### config.mk
export PLATFORM = sky130hd
export DESIGN_NAME = ram_arbiter
export DESIGN_NICKNAME = d
export VERILOG_FILES = /design/src/rtl/ram_arbiter.sv
export SDC_FILE = /design/constraint.sdc
export NUM_CORES = 1
export LEC_CHECK = 0
export ABC_AREA = 1
export CORE_MARGIN = 2
export CORE_UTILIZATION = 37
export CTS_BUF_LIST = sky130_fd_sc_hd__clkbuf_8
export CTS_CLUSTER_SIZE = 12
export DETAILED_ROUTE_END_ITERATION = 6
export PLACE_DENSITY = 0.85
export SLEW_MARGIN = 20
export SYNTH_ARGS = -nofsm -noshare
export SYNTH_HDL_FRONTEND = slang
export SYNTH_SLANG_ARGS = --single-unit
### constraint.sdc
create_clock -name CLK -period 2.3 [get_ports CLK]
set_input_delay 0.575 -clock CLK [delete_from_list [all_inputs] [get_ports CLK]]
set_output_delay 0.575 -clock CLK [all_outputs]
set_load 0.02 [all_outputs]
### src/rtl/ram_arbiter.sv
// Two-requester (I read-only, D read/write) arbiter for a single RAM port with bus timeout.
// Define RAM_ARB_RR_EN for round-robin arbitration; otherwise D-side has fixed priority.
module ram_arbiter #(
    parameter int TIMEOUT_CYCLES = 255,
    parameter int CNT_W          = 8
) (
    input  logic        CLK,
    input  logic        RST,
    input  logic        iREN,
    input  logic [31:0] iaddr,
    output logic        iwait,
    output logic [31:0] iload,
    input  logic        dREN,
    input  logic        dWEN,
    input  logic [31:0] daddr,
    input  logic [31:0] dstore,
    output logic        dwait,
    output logic [31:0] dload,
    output logic        memREN,
    output logic        memWEN,
    output logic [31:0] memaddr,
    output logic [31:0] memstore,
    input  logic [1:0]  ramstate,
    input  logic [31:0] ramload,
    output logic        arb_err,
    output logic [1:0]  dbg_state
);

    localparam logic [1:0] RAM_ACCESS = 2'd2;
    localparam logic [1:0] RAM_ERROR  = 2'd3;
    localparam logic [CNT_W-1:0] CNT_LAST = CNT_W'(TIMEOUT_CYCLES - 1);
    localparam logic TIMEOUT_EN = (TIMEOUT_CYCLES != 0);

    typedef enum logic [1:0] {
        IDLE   = 2'd0,
        IGRANT = 2'd1,
        DGRANT = 2'd2
    } state_t;

    state_t           state, state_nx;
    logic [CNT_W-1:0] cnt;
    logic [31:0]      lat_addr, lat_store;
    logic             lat_ren, lat_wen;
    logic             ireq, dreq, pick_d, granted, acked, tmo, finish;

    assign ireq = iREN;
    assign dreq = dREN | dWEN;

`ifdef RAM_ARB_RR_EN
    // last_d == 0 means the I-side was granted last (reset value).
    logic last_d;
    assign pick_d = dreq && (!ireq || !last_d);

    always_ff @(posedge CLK) begin
        if (RST)
            last_d <= 1'b0;
        else if (state == IDLE && (ireq || dreq))
            last_d <= pick_d;
    end
`else
    assign pick_d = dreq;
`endif

    assign granted = (state != IDLE);
    assign acked   = granted && (ramstate == RAM_ACCESS || ramstate == RAM_ERROR);
    assign tmo     = granted && !acked && TIMEOUT_EN && (cnt == CNT_LAST);
    assign finish  = acked || tmo;

    always_ff @(posedge CLK) begin
        if (RST)
            state <= IDLE;
        else
            state <= state_nx;
    end

    always_comb begin
        state_nx = state;
        case (state)
            IDLE: begin
                if (pick_d)
                    state_nx = DGRANT;
                else if (ireq)
                    state_nx = IGRANT;
            end
            IGRANT, DGRANT: begin
                if (finish)
                    state_nx = IDLE;
            end
            default: state_nx = IDLE;
        endcase
    end

    // Request latches load only while idle, so requester changes during a grant are ignored.
    always_ff @(posedge CLK) begin
        if (RST) begin
            lat_addr  <= '0;
            lat_store <= '0;
            lat_ren   <= 1'b0;
            lat_wen   <= 1'b0;
        end else if (state == IDLE) begin
            if (pick_d) begin
                lat_addr  <= daddr;
                lat_store <= dstore;
                lat_ren   <= dREN & ~dWEN;
                lat_wen   <= dWEN;
            end else if (ireq) begin
                lat_addr  <= iaddr;
                lat_store <= '0;
                lat_ren   <= 1'b1;
                lat_wen   <= 1'b0;
            end
        end
    end

    // Counts granted cycles; saturates so a disabled timeout never wraps.
    always_ff @(posedge CLK) begin
        if (RST || finish || state == IDLE)
            cnt <= '0;
        else if (cnt != {CNT_W{1'b1}})
            cnt <= cnt + 1'b1;
    end

    always_comb begin
        memREN    = granted & lat_ren;
        memWEN    = granted & lat_wen;
        memaddr   = granted ? lat_addr  : '0;
        memstore  = granted ? lat_store : '0;
        iwait     = 1'b1;
        dwait     = 1'b1;
        iload     = '0;
        dload     = '0;
        arb_err   = granted && (ramstate == RAM_ERROR || tmo);
        dbg_state = state;
        if (state == IGRANT && finish) begin
            iwait = 1'b0;
            iload = acked ? ramload : '0;
        end
        if (state == DGRANT && finish) begin
            dwait = 1'b0;
            dload = acked ? ramload : '0;
        end
    end

endmodule

== Word level (Yosys, flattened, before mapping) ==
Index checks and enable logic that the tools add are counted.

* Register bits after elaboration: 76
* Input bits: 135
* Output and inout bits: 135
* Word-level logic and storage cells: 57

* Add/subtract/negate cells: 1
* Equality and inequality tests: 8
* Multiplexer cells: 19
* Bitwise gates (word level): 5
* Reductions and logical operators: 18

{| class="wikitable"
|+ Operators with widths
! cell !! number
|-
| $mux W32 || 9
|-
| $add A8 B1 Y8 const B || 1
|-
| $eq A8 B8 Y1 const B || 1
|-
| $ne A8 B8 Y1 const B || 1
|-
| $eq A2 B2 Y1 const B || 3
|-
| $logic_and A1 B1 Y1 || 6
|-
| $mux W1 || 6
|-
| $mux W2 || 3
|-
| $logic_or A1 B1 Y1 || 5
|-
| $pmux W2 S2 || 1
|-
| $reduce_and A2 Y1 || 2
|-
| $reduce_bool A2 Y1 || 2
|-
| $and A1 B1 Y1 || 3
|-
| $ne A3 B3 Y1 const B || 1
|-
| $eq A2 B1 Y1 const B || 1
|-
| $logic_not A2 Y1 || 1
|-
| $ne A2 B2 Y1 const B || 1
|-
| $reduce_or A2 Y1 || 1
|-
| $logic_not A1 Y1 || 1
|-
| $not A1 Y1 || 1
|-
| $or A1 B1 Y1 || 1
|}

== Logic depth before layout (Yosys ltp) ==
Gate-level depths: netlist of run 1.

* Depth in word-level cells: 9
* Gate-level depth with buffers: 10

== Worst setup path before layout of run 1 ==
OpenSTA, ideal clock, no wires.

* Path kind: reg2out
* From: register state[0], in the netlist dbg_state[0]
* To: output dload[10]
* Data arrival time: 1.773 ns
* Required time: 1.725 ns
* Setup slack: -0.048 ns
* Cell stages (with the launch flop): 10
* Buffers on the path: 2
* Cell sequence: dfxtp_1 -> inv_1 -> ha_1 -> clkbuf_1 -> inv_1 -> nand2_1 -> inv_1 -> buf_2 -> nand2_1 -> nor2_1

* Word-level cells in the longest chain between the ends: 8

{| class="wikitable"
|+ Ends and longest elaborated chain
! item !! RTL line !! source
|-
| start: declaration || 40 || <nowiki>state_t state, state_nx;</nowiki>
|-
| start signal: assignment || 73 || <nowiki>state <= state_nx;</nowiki>
|-
| $reduce_bool A2 Y1 || 64 || <nowiki>assign granted = (state != IDLE);</nowiki>
|-
| $logic_and A1 B1 Y1 || 65 || <nowiki>assign acked = granted && (ramstate == RAM_ACCESS || ramstate == RAM_ERROR);</nowiki>
|-
| $logic_not A1 Y1 || 66 || <nowiki>assign tmo = granted && !acked && TIMEOUT_EN && (cnt == CNT_LAST);</nowiki>
|-
| $logic_and A1 B1 Y1 (2 in series) || 66 ||
|-
| $logic_or A1 B1 Y1 || 67 || <nowiki>assign finish = acked || tmo;</nowiki>
|-
| $logic_and A1 B1 Y1 || 138 || <nowiki>if (state == DGRANT && finish) begin</nowiki>
|-
| $mux W32 * || 138 ||
|-
| end: declaration || 18 || <nowiki>output logic [31:0] dload,</nowiki>
|}

Mark *: on every way between the ends. The rest lies on a longest branch, timed or not.

== Worst setup path after layout of run 1 ==
* From: register state[0], in the netlist dbg_state[0]
* To: output memaddr[30]

* Word-level cells in the longest chain between the ends: 2

{| class="wikitable"
|+ Ends and longest elaborated chain
! item !! RTL line !! source
|-
| $reduce_bool A2 Y1 || 64 ||
|-
| $mux W32 || 126 || <nowiki>memaddr = granted ? lat_addr : '0;</nowiki>
|-
| end: declaration || 21 || <nowiki>output logic [31:0] memaddr,</nowiki>
|}

No other way between the ends.

==> results of run 1 <==
[what timing repair did]
| item | in CTS | in global routing |
|---|---|---|
| pin swaps | 2 | 5 |
| cloned | 2 | 1 |
| setup endpoints to repair | 133 | 101 |
| gates resized for setup | 370 | 64 |
| buffers inserted | 1 | 2 |
[kinds of logic (layout without fill, tap and decap cells)]
logic type               count (synthesis)  after routing  synth area share, %
AO/OA/AOI/OAI                          143            143                 20.7
buffers and inverters                  128            400                 12.7
adder cells (fa/ha/maj)                  5              5                 1.51
XOR/XNOR                                 3              3                0.636
flip-flops                              76             76                 36.8
AND/OR/NAND/NOR                        298            298                 27.7
[registers in the layout (all words and copies together) (netlist names)]
name / count
cnt: 8
dbg_state: 2
lat_addr: 32
lat_ren: 1
lat_store: 32
lat_wen: 1
[cells in the final DEF, fill, tap and decap left out, types with 4 or more instances in the layout]
cell type and n:
nand2_1 141, nor2_1 134, clkdlybuf4s50_1 134, inv_1 76, dfxtp_1 74, a21oi_1 72, buf_2 58, dlygate4sd2_1 36
o21ai_0 35, buf_4 32, a31o_2 29, clkbuf_2 26, clkbuf_8 9, nand3_1 7, buf_12 7, inv_2 4
nor2_2 4, nand2_2 4, nor3_1 4, ha_1 4
[stage by stage]
| stage | area, um2 | power [mW] |
|---|---|---|
| 2_1_floorplan | 4130 | 2.70 |
| 5_1_grt | 6950 | 4.79 |
| 4_1_cts | 6980 | 4.51 |
| 3_3_place_gp | 7080 | 3.57 |
| 6_report | 6950 | 4.49 |
| 3_5_place_dp | 7080 | 3.59 |
[cell type report]
cell class	instances	area share, %
sequential	76	21.9
tap	140	2.52
timing repair buffer	303	37.7
inverter	81	4.55
clock buffer	9	1.78
clock inverter	7	0.828
multi-input combinational	449	30.7
[layer usage]
| metal | GRT usage [%] | share of wire (%) | wire [um] | vias to the layer above |
|---|---|---|---|---|
| li1 | - | - | - | 2577 |
| met1 | 22.9 | 37 | 5360 | 2277 |
| met2 | 45.4 | 53 | 7640 | 163 |
| met3 | 7.23 | 8.2 | 1180 | 10 |
| met4 | 6.06 | 1.0 | 146 | 0 |
| met5 | 0 | 0 | 0 | - |
[power by group]
part | switching (mW) | internal [mW] | total, mW
Sequential | 0.0682 | 1.52 | 1.58
Combinational | 1.12 | 0.840 | 1.96
Clock | 0.535 | 0.409 | 0.944
Total | 1.72 | 2.76 | 4.49
[final timing paths]
kind | start | end | slack (ns) | cells past startpoint
hold / removal | lat_addr[28] | lat_addr[28] | 0.45 | 2
setup reg to reg | dbg_state[0] | cnt[7] | 0.43 | 12
setup / recovery | dbg_state[0] | memaddr[30] | 0.07 | 6
hold reg to reg | lat_addr[28] | lat_addr[28] | 0.45 | 2
[worst reg2reg max path, stage by stage, from the launching register on]
cell     delay [ns]
dfxtp_2        0.33
inv_2          0.07
ha_4           0.16
buf_4          0.15
nor2_2         0.04
nand3_1        0.12
nand2_2        0.08
buf_4          0.13
buf_4          0.12
buf_4          0.12
nor2_1         0.09
nand2_1        0.19
nor3_1         0.18
==> run_results.csv, run 1 <==
group,metric,value,unit
worst_setup_path,worstSetupEndpointType,"output port",
timing,fin_ws,0.0704,ns
floorplan,core.rowCount,38,
worst_setup_path,critical_path_class,"flop to output port",
route,dr.pass1.iters,4,
timing,timing.final.crit_share,96.9,%
timing,rsz0062_at_grt,"true",
route,avgRoutedWirePerCell,13.4,um
cts,cts_num_sinks,76,
route,drt_wl_total,14300,um
global_route,grt_pass1_wl,21900,um
worst_setup_path,critical-path-max-stage-delay,0.34,ns
worst_setup_path,cp_max_fo,32,
yosys,yosysMostFrequentCell,"nand2_1",
power_and_ir_drop,peakVddDrop,0.374,mV
worst_setup_path,cp-start-kind,"flop",
timing,slew_headroom,76.7,%
cells_and_area,final_util,63.8,%
yosys,syn-cell-area,4130,um2
power_and_ir_drop,p_leak,3.14,nW
outcome,status,"finished clean",
yosys,synth_edf_count,0,
floorplan,start_util,38.0,%
yosys,ys_warn_count,0,
yosys,synthCells,653,
place,dpl.cell_count,1043,
yosys,synth_flop_cell,"dfxtp_1",
floorplan,die-area,12000,um2
cts,ctsHoldBuffers,0,
worst_setup_path,crit_slowest_cell,"dfxtp_2",
route,antenna_left,0,
place,io_buffer_count,269,
cells_and_area,multi_input_area,2140,um2
cts,cts.clk_slew.worst_paths,0.08,ns
yosys,syn_area_per_cell,6.33,um2
cts,cts_root_buffer,"clkbuf_8",
floorplan,die_w,110,um
cells_and_area,final_nets,1060,
timing,drv_slew,0,
place,place_ws,-0.609,ns
run,drv_cap,0,
yosys,yosys.cell_types.count,25,
route,drt_iter0_drc,247,
global_route,grt_antenna_before_repair,0,
yosys,synthTopCellsByArea,"dfxtp_1, nand2_1, nor2_1",
place,dp_hpwl,10600,um
worst_setup_path,cp_num_buf_inv,4,
timing,worstMarginPinSlew,0.348,ns
timing,finalHoldViolations,0,
cells_and_area,fill_cells,1021,
yosys,synth_seq_area_share,36.8,%
yosys,yosys-top-cells-count,"nand2_1, nor2_1, inv_1",
cells_and_area,final_cells,1065,
global_route,grt-ovfl-total,0,
global_route,grt_max_degree,38,
yosys,synth_seq_cells,76,
place,gp_congestion,0.799,
floorplan,core,10900,um2
global_route,grt_pass1_vias,4706,
cells_and_area,final-seq-area,1520,um2
yosys,synth_fp_nets,793,
timing,fmax,449,MHz
cts,tritoncts,"yes",
cts,cts_made_buffers,9,
route,route.detailed.drc,0,
power_and_ir_drop,pwr_density_cell,646,nW/um2
timing,hold_ws,0.451,ns
cts,cts.htree.levels,3,
yosys,synth-async-reset-ratio,0,%
global_route,grt_usage,23.0,%
cells_and_area,drive_gt1_share,21.1,%
timing,setup_viol,0,
worst_hold_path,hp-class,"flop to flop",
cells_and_area,syn2layout_area_growth,68.2,%
yosys,yosysTopAreaCellShare,36.8,%
worst_setup_path,arrival,1.65,ns
cells_and_area,n_antenna_cell,0,
route,vias,5027,
yosys,yosys.area.top_type,"dfxtp_1",
worst_setup_path,cp_top_family,"buffers and inverters",
cts,clkLatencyLatePin,0.33,ns
worst_setup_path,crit_required,1.73,ns
route,viasPerCell,4.72,
timing,clock_skew,0.00929,ns
floorplan,die_height,110,um
timing,min_period,2.23,ns
worst_setup_path,path_cells,"inv_2 > ha_4 > buf_4 > buf_12 > nor2_1 > clkdlybuf4s15_1",
cts,cts.path.max_buffers,2,
floorplan,io_pins,270,
timing,finalSetupTns,0,ns
Power figures use the tool's default switching activity.
==> run 2, diff against run 1 <==
--- a/constraint.sdc
+++ b/constraint.sdc
@@ -3,2 +3,2 @@
 set_output_delay 0.575 -clock CLK [all_outputs]
-set_load 0.02 [all_outputs]
+set_load 0.05 [all_outputs]
==> run_results.csv, run 2 (synthesized netlist as in run 1, its figures left out) <==
group,metric,value,unit
cells_and_area,final_cells,1066,
floorplan,io_pins,270,
power_and_ir_drop,p_int,3.15,mW
timing,drv_slew,0,
timing,slew_headroom,72.9,%
worst_setup_path,cp-start-kind,"flop",
global_route,grt_usage,29.1,%
global_route,global_route.usage.met3,9.48,%
cells_and_area,final_cell_mix,"clkdlybuf4s50_1, nand2_1, buf_4",
cells_and_area,multi_input_area,2900,um2
cells_and_area,fill_cells,610,
place,dpl.cell_count,1035,
route,antenna_left,0,
timing,worstMarginPinSlew,0.405,ns
global_route,grt_max_degree,46,
worst_setup_path,critical_path_class,"flop to output port",
timing,min_period,2.43,ns
cells_and_area,final-seq-area,1530,um2
timing,finalHoldViolations,0,
floorplan,core,10900,um2
route,avgRoutedWirePerCell,18.9,um
power_and_ir_drop,power_frac_seq,28.4,%
cts,cts_root_buffer,"clkbuf_8",
worst_setup_path,worstSetupEndpointType,"output port",
cts,cts_made_buffers,9,
power_and_ir_drop,p_leak,3.46,nW
power_and_ir_drop,comb_power_share,53.7,%
route,viasPerCell,5.22,
floorplan,core.rowCount,38,
timing,fmax,411,MHz
power_and_ir_drop,switching_share,44.0,%
global_route,met1_usage,30.3,%
timing,clock_skew,0.0104,ns
timing,fin_ws,-0.131,ns
floorplan,die-area,12000,um2
route,drt_iter0_drc,339,
power_and_ir_drop,p_clk_share,17.9,%
cts,cts.htree.levels,3,
power_and_ir_drop,power_switching,2.48,mW
cells_and_area,final_nets,1060,
outcome,violations,"setup timing",
route,route.detailed.drc,0,
place,place_ws,-0.196,ns
cells_and_area,drive_gt1_share,37.8,%
timing,setup_viol,70,
route,vias,5564,
power_and_ir_drop,peakVddDrop,0.476,mV
outcome,status,"finished with violations",
global_route,grt_antenna_before_repair,1,
cells_and_area,top_regs,"lat_addr: 32 flops, lat_store: 32 flops, cnt: 8 flops",
cells_and_area,syn2layout_area_growth,113,%
global_route,grt_pass1_wl,27000,um
cts,cts_num_sinks,76,
worst_setup_path,crit_required,1.73,ns
run,drv_cap,0,
worst_setup_path,cp_max_fo,5,
power_and_ir_drop,pwr_density_cell,640,nW/um2
worst_hold_path,hp-class,"flop to flop",
place,dp_hpwl,11900,um
global_route,top_usage_layer,"met2",
route,dr.pass1.iters,4,
cts,cts.clk_slew.worst_paths,0.08,ns
cts,cts.path.max_buffers,2,
global_route,grtUsageMet2,52.3,%
route,drt_wl_total,20100,um
place,io_buffer_count,269,
floorplan,start_util,38.0,%
timing,timing.final.crit_share,106,%
timing,finalSetupTns,-5.03,ns
worst_setup_path,arrival,1.86,ns
place,gp_congestion,0.791,
floorplan,die_height,110,um
global_route,grt_pass1_vias,5267,
floorplan,die_w,110,um
cts,tritoncts,"yes",
cts,clkLatencyLatePin,0.34,ns
timing,rsz0062_at_grt,"true",
global_route,grt-ovfl-total,0,
cells_and_area,final_common_cell,"clkdlybuf4s50_1",
==> run 2: changes by cell type in the layout (fill, tap and decap cells not counted), moves of 3 or more <==
cell and change:
nand2_8 +5, nand2_1 -31, nand2_4 +19, dlygate4sd2_1 -35, nor2_2 +19, buf_2 -57, clkbuf_2 -26, clkdlybuf4s15_1 -3
buf_12 +71, nor2_1 -82, nand2_2 +7, buf_4 +52, nor2_4 +63
==> run 2: critical path: stages, from the launching register on <==
cell and delay (ns):
dfxtp_1 0.39, nand2_1 0.12, nor2_1 0.36, nand3_2 0.20
nand2_2 0.19, nand2_2 0.10, buf_12 0.16
==> run 2: repair_timing <==
action,CTS,global route
gates cloned,3,1
hold endpoints to repair,0,0
setup buffers,8,3
pin swaps,9,18
hold buffers,0,0
endpoints found under the setup margin,67,68
resized for setup,61,29
==> run 2: cell type report <==
class / instances / area share [%]
Clock buffer: 10 / 1.57
Clock inverter: 6 / 0.641
Tap cell: 140 / 1.99
Timing Repair Buffer: 303 / 41.8
Antenna cell: 1 / 0.0285
Sequential cell: 76 / 17.4
Inverter: 81 / 3.57
Multi-Input combinational cell: 449 / 33.0
==> run 2: worst paths after layout <==
check	cells after the start	to	slack, ns	startpoint
max	6	dwait	-0.13	cnt[5]
min	2	lat_addr[22]	0.45	lat_addr[22]
max reg2reg	11	cnt[6]	0.24	dbg_state[1]
min reg2reg	2	lat_addr[22]	0.45	lat_addr[22]
==> run 2: metrics by stage <==
| stage | cell area, um2 | util, % | total power [mW] | hold WS, ns |
|---|---|---|---|---|
| after floorplan | 4670 | - | 3.29 | 0.427 |
| after global placement | 8070 | 74.1 | 4.18 | 0.437 |
| after detailed placement | 8070 | 74.1 | 4.22 | 0.444 |
| after CTS | 8610 | 79.1 | 5.44 | 0.455 |
| after global routing | 8790 | 80.7 | 5.85 | 0.482 |
| final | 8790 | 80.7 | 5.62 | 0.454 |
==> run 2: power groups by stage <==
stage                     registers (mW)  clock network (mW)  logic (mW)
after CTS                           1.59                1.01        2.83
final                               1.60                1.00        3.02
after global routing                1.62                1.07        3.16
after detailed placement            1.62                   0        2.60
after global placement              1.61                   0        2.57
after floorplan                     1.62                   0        1.66
==> run 2: routing by layer <==
metal / up-vias / part of all wire (%)
met5: - / 0
met4: 0 / 6.0
met3: 84 / 9.5
met2: 335 / 50
met1: 2567 / 35
li1: 2578 / -
==> run 3, diff against run 2 <==
Settings changed: ABC_AREA 1 to 0, CORE_UTILIZATION 37 to 38, PLACE_DENSITY 0.85 to 0.86, SKIP_CTS_REPAIR_TIMING from default to 1.
==> run_results.csv, run 3 <==
group,metric,value,unit
place,placed_cell_area,7910,um2
timing,timing.final.crit_share,108,%
worst_setup_path,r2r_end,"lat_addr[24]",
power_and_ir_drop,p_clk_share,13.3,%
yosys,synthCells,514,
worst_setup_path,path_cells,"inv_2 > ha_4 > nand2b_4 > nor2_4 > clkbuf_16 > and2_4 > buf_12",
timing,slew_headroom,62.5,%
global_route,grtUsageMet2,47.4,%
global_route,grt_pass1_vias,4581,
yosys,yosysMostFrequentCell,"dfxtp_1",
timing,setup_viol,67,
worst_setup_path,cp_top_family,"simple AND/OR/NAND/NOR gates",
timing,fin_ws,-0.179,ns
cts,cts_made_buffers,9,
power_and_ir_drop,p_leak,3.25,nW
yosys,synth-async-reset-ratio,0,%
power_and_ir_drop,comb_power_share,63.2,%
cts,cts.htree.levels,3,
route,vias,4858,
cells_and_area,syn2layout_area_growth,96.5,%
global_route,grt_usage,25.5,%
yosys,synth_seq_area_share,35.8,%
power_and_ir_drop,p_int,4.11,mW
worst_hold_path,min_from,"lat_ren",
global_route,met1_usage,25.9,%
cells_and_area,final_common_cell,"clkdlybuf4s50_1",
yosys,syn-cell-area,4250,um2
place,dp_hpwl,12200,um
yosys,ys_warn_count,0,
yosys,syn_area_per_cell,8.26,um2
route,drt_iter0_drc,259,
worst_setup_path,r2r_slack,0.34,ns
cts,cts_root_buffer,"clkbuf_8",
cells_and_area,final_cell_mix,"clkdlybuf4s50_1, buf_4, buf_12",
place,io_buffer_count,269,
floorplan,die_height,110,um
worst_setup_path,crit_slowest_cell,"dfxtp_2",
timing,rsz0062_at_grt,"true",
floorplan,start_util,39.0,%
floorplan,core,10900,um2
power_and_ir_drop,switching_share,47.5,%
power_and_ir_drop,power_switching,3.72,mW
cts,cts.clk_slew.worst_paths,0.08,ns
route,viasPerCell,5.27,
outcome,violations,"setup timing",
floorplan,die_w,110,um
timing,clock_skew,0.00768,ns
timing,finalHoldViolations,0,
yosys,synth_fa_ha_area_share,1.47,%
route,drt_wl_total,17300,um
yosys,yosys.cell_types.count,39,
yosys,synth_compound_area_share,23.9,%
yosys,yosysTopAreaCellShare,35.8,%
yosys,synth_seq_cells,76,
route,avgRoutedWirePerCell,18.8,um
floorplan,die-area,12000,um2
global_route,top_usage_layer,"met2",
yosys,synth_edf_count,0,
outcome,status,"finished with violations",
power_and_ir_drop,power_frac_seq,23.5,%
route,route.detailed.drc,0,
timing,fmax,403,MHz
worst_hold_path,hp-class,"flop to flop",
global_route,grt-ovfl-total,0,
timing,drv_slew,0,
power_and_ir_drop,pwr_density_cell,938,nW/um2
timing,worstMarginPinSlew,0.559,ns
cts,cts.path.max_buffers,2,
worst_setup_path,worstReg2RegStart,"dbg_state[1]",
yosys,synth_fp_nets,654,
yosys,synth_mux_area_share,0,%
worst_setup_path,cp_max_fo,8,
cells_and_area,drive_gt1_share,44.7,%
route,antenna_left,0,
cts,clkLatencyLatePin,0.35,ns
cells_and_area,fill_cells,653,
cells_and_area,final_nets,914,
global_route,grt_antenna_before_repair,3,
yosys,synth_top_family_by_area,"simple AND/OR/NAND/NOR gates",
global_route,grt_pass1_wl,23500,um
worst_setup_path,crit_required,1.73,ns
yosys,yosys-top-cells-count,"dfxtp_1, nor2_1, nor2b_1",
cells_and_area,top_regs,"lat_addr: 32 flops, lat_store: 32 flops, cnt: 8 flops",
cts,tritoncts,"yes",
yosys,synthTopCellsByArea,"dfxtp_1, a311oi_2, nor2b_1",
worst_setup_path,cp_num_buf_inv,3,
yosys,synth-xor-area-share,0.412,%
worst_setup_path,critical-path-max-stage-delay,0.35,ns
floorplan,io_pins,270,
power_and_ir_drop,peakVddDrop,0.857,mV
worst_setup_path,arrival,1.90,ns
worst_setup_path,critical_path_class,"flop to output port",
global_route,global_route.usage.met3,7.23,%
timing,min_period,2.48,ns
worst_hold_path,holdPathStages,2,
floorplan,core.rowCount,38,
cells_and_area,final_util,76.6,%
route,dr.pass1.iters,5,
worst_setup_path,cp-start-kind,"flop",
place,gp_congestion,0.896,
worst_hold_path,hold_end,"lat_ren",
worst_setup_path,worstSetupEndpointType,"output port",
cells_and_area,fin_area,8340,um2
yosys,yosys.area_share.simple,32.6,%
global_route,grt_max_degree,77,
cts,cts_num_sinks,76,
run,drv_cap,0,
worst_setup_path,ff2ff_path_depth,7,
yosys,synth_flop_cell,"dfxtp_1",
yosys,yosys.area.top_type,"dfxtp_1",
-- run 3: power by group through the flow --
stage | clock network, mW | registers [mW] | logic (mW)
global route | 1.11 | 1.88 | 5.22
finish | 1.04 | 1.84 | 4.95
global placement | 0 | 1.84 | 4.69
floorplan | 0 | 1.86 | 3.32
detailed placement | 0 | 1.86 | 4.79
CTS | 1.06 | 1.84 | 4.81
-- run 3: area by class of cell --
type	instances	area, um2	area share, %
inverters	6	25.0	0.300
well taps	140	175	2.10
flip-flops and latches	76	1530	18.3
clock inverters	7	76.3	0.915
multi-input cells	387	2870	34.4
diodes	3	7.51	0.0900
clock buffers	9	124	1.48
repair buffers	294	3540	42.4
-- run 3: tightest hold or removal path, delay by kind of cell (launching register included) --
kind | cells | cell delay, ns
flip-flops | 1 | 0.31
AO/OA/AOI/OAI | 1 | 0.05
AND/OR/NAND/NOR | 1 | 0.09
-- run 3: logic make-up after synthesis --
group / count (synthesis)
compound gates: 116
simple gates: 264
xor+xnor: 2
fa+ha+maj: 5
buf+inv: 51
flops: 76
-- run 3: per-layer routing --
metal	part of all wire, %	wire, um
met1	35	6120
met2	53	9090
met3	7.4	1280
met4	4.7	810
met5	0	0
-- run 3: worst max path at each step --
stage                     slack (ns)         to  depth (start not counted)          from
after global routing           -0.24  iload[10]                          7  dbg_state[1]
after global placement         -0.16  dload[31]                          6   ramstate[1]
final                          -0.18  iload[10]                          7  dbg_state[1]
after CTS                      -0.20   iload[0]                          6   ramstate[1]
after detailed placement       -0.20   iload[0]                          6   ramstate[1]
after floorplan                -0.09     memREN                          5  dbg_state[1]
-- run 3: stage by stage --
step	TNS [ns]	setup slack (ns)	hold WS, ns	cells	power, mW
2_1_floorplan	-4.61	-0.0853	0.457	514	5.18
6_report	-7.84	-0.179	0.498	922	7.83
3_5_place_dp	-9.83	-0.199	0.482	894	6.66
4_1_cts	-11.09	-0.201	0.500	910	7.71
5_1_grt	-12.74	-0.243	0.526	922	8.22
3_3_place_gp	-8.12	-0.156	0.473	894	6.53
